[config.mk]
export PLATFORM = sky130hd
export DESIGN_NAME = avalon_st_sink
export DESIGN_NICKNAME = d
export VERILOG_FILES = /design/src/rtl/avalon_st_sink.sv
export SDC_FILE = /design/constraint.sdc
export NUM_CORES = 1
export LEC_CHECK = 0
export ABC_AREA = 1
export CAP_MARGIN = 15
export CORE_MARGIN = 2
export CORE_UTILIZATION = 30
export DETAILED_ROUTE_END_ITERATION = 8
export PLACE_DENSITY_LB_ADDON = 0.3
export SLEW_MARGIN = 0
export SYNTH_ARGS = -nofsm -noshare
export SYNTH_HDL_FRONTEND = slang
export SYNTH_SLANG_ARGS = --single-unit
[constraint.sdc]
create_clock -name clk -period 1.8 [get_ports clk]
set_clock_uncertainty 0.15 [all_clocks]
set_input_delay 0.36 -clock clk [delete_from_list [all_inputs] [get_ports clk]]
set_output_delay 0.36 -clock clk [all_outputs]
set_load 0.01 [all_outputs]
[src/rtl/avalon_st_sink.sv]
// Avalon-ST sink: 4-deep beat FIFO feeding a 3-beat packet assembler with ack handshake.
// Optional beat-sequence checking is enabled by defining AVALON_SINK_SEQ_CHECK_EN.
module avalon_st_sink (
  input  logic        clk,
  input  logic        reset,
  input  logic        valid,
  output logic        ready,
  input  logic [7:0]  data,
  output logic [23:0] word_out,
  output logic        word_valid,
  input  logic        word_ack,
  output logic [7:0]  pkt_count,
  output logic        seq_err
);

  // state | meaning
  // COL0  | waiting to pop beat0 (word_out[23:16])
  // COL1  | waiting to pop beat1 (word_out[15:8])
  // COL2  | waiting to pop beat2 (word_out[7:0]); pop completes the packet
  // HOLD  | word_out presented with word_valid=1 until word_ack
  typedef enum logic [1:0] {COL0 = 2'd0, COL1 = 2'd1, COL2 = 2'd2, HOLD = 2'd3} state_t;

  state_t      state;
  logic [7:0]  mem [4];
  logic [1:0]  wr_ptr;
  logic [1:0]  rd_ptr;
  logic [2:0]  count;
  logic [7:0]  beat0;
  logic [7:0]  beat1;
  logic [7:0]  head;
  logic        push;
  logic        pop;

  // ready depends only on the registered count, so a same-cycle pop cannot unblock a full FIFO
  assign ready = (count != 3'd4) && !reset;
  assign push  = valid && ready;
  assign pop   = (state != HOLD) && (count != 3'd0);
  assign head  = mem[rd_ptr];

  always_ff @(posedge clk) begin
    if (push) begin
      mem[wr_ptr] <= data;
    end
  end

  always_ff @(posedge clk) begin
    if (reset) begin
      wr_ptr     <= 2'd0;
      rd_ptr     <= 2'd0;
      count      <= 3'd0;
      state      <= COL0;
      beat0      <= 8'd0;
      beat1      <= 8'd0;
      word_out   <= 24'd0;
      word_valid <= 1'b0;
      pkt_count  <= 8'd0;
    end else begin
      if (push) begin
        wr_ptr <= wr_ptr + 2'd1;
      end
      if (pop) begin
        rd_ptr <= rd_ptr + 2'd1;
      end
      case ({push, pop})
        2'b10:   count <= count + 3'd1;
        2'b01:   count <= count - 3'd1;
        default: count <= count;
      endcase

      case (state)
        COL0: begin
          if (pop) begin
            beat0 <= head;
            state <= COL1;
          end
        end
        COL1: begin
          if (pop) begin
            beat1 <= head;
            state <= COL2;
          end
        end
        COL2: begin
          if (pop) begin
            word_out   <= {beat0, beat1, head};
            word_valid <= 1'b1;
            pkt_count  <= pkt_count + 8'd1;
            state      <= HOLD;
          end
        end
        HOLD: begin
          if (word_ack) begin
            word_valid <= 1'b0;
            state      <= COL0;
          end
        end
        default: state <= COL0;
      endcase
    end
  end

`ifdef AVALON_SINK_SEQ_CHECK_EN
  // Beat n of every packet is expected to carry 4+n; mismatches latch until reset.
  localparam logic [7:0] SEQ_BASE = 8'd4;
  logic [7:0] seq_expected;
  logic       seq_err_q;

  assign seq_expected = SEQ_BASE + {6'd0, state};
  assign seq_err      = seq_err_q;

  always_ff @(posedge clk) begin
    if (reset) begin
      seq_err_q <= 1'b0;
    end else if (pop && (head != seq_expected)) begin
      seq_err_q <= 1'b1;
    end
  end
`else
  assign seq_err = 1'b0;
`endif

endmodule

==> summary.md <==
| Metric | Value |
|---|---|
| Status | completed |
| Worst vdd ir | ~0.00047 V |
| Final Cell Area | between 0.004 and 0.005 sq mm |
| Root Driver | clkbuf_16 |
| Post-synthesis register bit count | 92 |
| Buffers on Ports | 45 |
| First-pass GRT wire length | 13,100 microns |
| Combinational Power Share | 34.1% |
| Antenna cells | 0 |
| Clock Path Buffers | 2 |
| Fmax achieved | 0.561 GHz |
| Layout Nets | 505 |
| Num rows | 40 |
| Crit Path Category | flop to flop |
| Total GRT Usage | approximately 13% |
| Worst Hold Class | flop to flop |
| Iteration-0 DRC Markers | 180 |
| Layout cells sized above 1 | roughly 14% |
| Fraction of registers with async set/reset | 0% |
| Synth area leaders | dfxtp_1, edfxtp_1, nand2_1 |
| Static Leak | 1.97 nW |
| Initial core utilization | 31.1% |
| DR vias | 2,834 |
| Layout Cells excl Fill | approximately 650 |
| Total Routed Length | 7610 microns |
| Inst Count DP | 633 |
| Critical-path maximum fanout | 2 |
| Clk pwr share | 26.1% |
| Primary FF master, synth | dfxtp_1 |
| Initial antenna violation count | 0 |
| TritonCTS clock tree | built |
| Crit path DAT | 1.86 ns |
| Part of the power in registers | 39.8% |
| Die W | between 100 and 150 microns |
| Core area | 0.0121 sq mm |
| IO Pins | 47 |
| WL/cell | ~12 microns |
| Remaining DRCs | 0 |
| Syn_nets | 443 |
| Unique masters post-synth | 28 |
| CTS buffer count | 9 |
| Detailed placement HPWL | 5530 microns |
| Cells after synthesis | 419 |
| Critical Path Start Type | flop |
| Seq/Total Area, Yosys | 57.4% |
| Vias in the first global route | 2,770 |
| GP Congestion | between 0.7 and 0.8 |
| Synth top cells by count | nand2_1, nor2_1, dfxtp_1, inv_1, a21oi_1 |
| Drt first pass iters | 4 |
| Int Pwr | 0.00443 W |
| Post-route clock period utilization | 99.0% |
| Final hold slack | 0.305 ns |
| Yosys top cell by area | dfxtp_1 |
| Die area | 0.0135 sq mm |
| Worst EP required | roughly 1.9 ns |
| Post-DRT Antenna Nets | 0 |
| Power Dens Cells | 1390 mW/mm^2 |
| Die Y | 116 microns |
| Synth Area per Inst | between 8 and 9 sq um |
| P_sw | 0.00238 W |
| Sw Share | 34.9% |
| Final slew viol count | 0 |
| MaxCap Viol Count | 0 |
| Top-area cell type share of the netlist area | 31.9% |
| Hold buffers post-CTS | 0 |
| Largest net degree at the start of global routing | 40 |
| Dpl cell area | between 0.004 and 0.005 sq mm |
| Yosys warning total | 0 |
| Avg Vias per Cell | 4.33 |
| Worst-Skew Late Latency | about 0.34 ns |
| Crit path time final | 1.78 ns |
| Cell area after synthesis | 0.00377 sq mm |
| Total gr overflow | 0 |
| Setup crit end kind | flop |
| H-tree depth | 3 |
| RSZ-0062 raised after global routing | yes |
| Final setup viols | 0 |
| Clock Sinks | 92 |
| EDFF count, synth | 32 |
| Layout area overhead | 29.5% |
| Hold Fails Final Rpt | 0 |
| Clock transition at path regs | 0.06 ns |
## per-stage QoR
step / total power (W) / util (%) / worst slack (ns) / TNS, ns
after floorplan: 0.00423 / - / 0.00227 / 0
after global placement: 0.00489 / 37.3 / -0.333 / -3.91
after detailed placement: 0.00497 / 37.3 / -0.404 / -5.79
after CTS: 0.00682 / 39.9 / 0.00131 / 0
after global routing: 0.00735 / 40.3 / -0.0693 / -0.0693
final: 0.00680 / 40.3 / 0.0182 / 0
## kinds of logic (layout without fill, tap and decap cells)
family	count (synthesis)	after routing	share of synthesized area, %
simple gates	165	165	18.5
flops	92	92	57.4
compound gates	86	86	12.2
buf+inv	62	129	7.41
fa+ha+maj	12	12	4.18
other cells	1	1	0.0995
xor+xnor	1	1	0.233
## sequential cells by signal, indices dropped and copies added (netlist names), named ones only
register,flops
wr_ptr,2
pkt_count,8
word_valid,1
word_out,24
count,3
state,2
beat1,8
beat0,8
mem,32
rd_ptr,2
## per-layer routing
layer	global-route usage [%]	vias to the layer above	share of wire (%)
li1	-	1474	-
met1	16.3	1307	48
met2	19.6	45	47
met3	4.18	8	3.5
met4	4.29	0	1.4
met5	0	-	0
## repair_timing
| action | in CTS | in global routing |
|---|---|---|
| pin swaps | 7 | 7 |
| resized for setup | 16 | 9 |
| endpoints found under the setup margin | 9 | 26 |
| buffers inserted | 2 | 3 |
## power by group through the flow
stage / sequential, W / clock, W / combinational (W)
3_3_place_gp: 0.00274 / 0 / 0.00215
6_report: 0.00271 / 0.00178 / 0.00232
5_1_grt: 0.00275 / 0.00195 / 0.00264
4_1_cts: 0.00271 / 0.00184 / 0.00227
3_5_place_dp: 0.00274 / 0 / 0.00223
2_1_floorplan: 0.00272 / 0 / 0.00151
## area by class of cell
| cell class | instances | area (sq um) |
|---|---|---|
| timing repair buffer | 69 | 653 |
| fill | 1226 | 7230 |
| inverter | 44 | 165 |
| clock inverter | 7 | 56.3 |
| sequential | 92 | 2170 |
| clock buffer | 9 | 225 |
| tap | 168 | 210 |
| multi-input combinational | 265 | 1400 |
## cell usage in the layout (no fill, tap or decap), types with 9 or more instances in the layout
cell type        Yosys  routed
a21oi_1             35      34
o21ai_0             34      33
inv_1               41      39
o211ai_1             9       9
nor2_1              75      75
buf_4                2      22
dfxtp_1             60      54
edfxtp_1            32      32
clkdlybuf4s50_1      0      34
nand2_1             75      72
clkbuf_16            0       9
## worst max-delay path: stages, from the launching register on
cell     delay (ns)
dfxtp_2        0.34
ha_4           0.17
a21oi_4        0.15
ha_4           0.16
inv_2          0.04
fa_2           0.35
nand2_2        0.07
nand3_2        0.08
o21ai_1        0.12
a21oi_1        0.05
## worst paths after layout
kind / start / endpoint / slack (ns) / cells past startpoint
worst min-delay path: beat1[5] / word_out[13] / 0.30 / 2
worst min register to register: beat1[5] / word_out[13] / 0.30 / 2
worst max-delay path: state[0] / count[2] / 0.02 / 9
worst max register to register: state[0] / count[2] / 0.02 / 9
No activity file was read; power rests on OpenSTA's default activity.
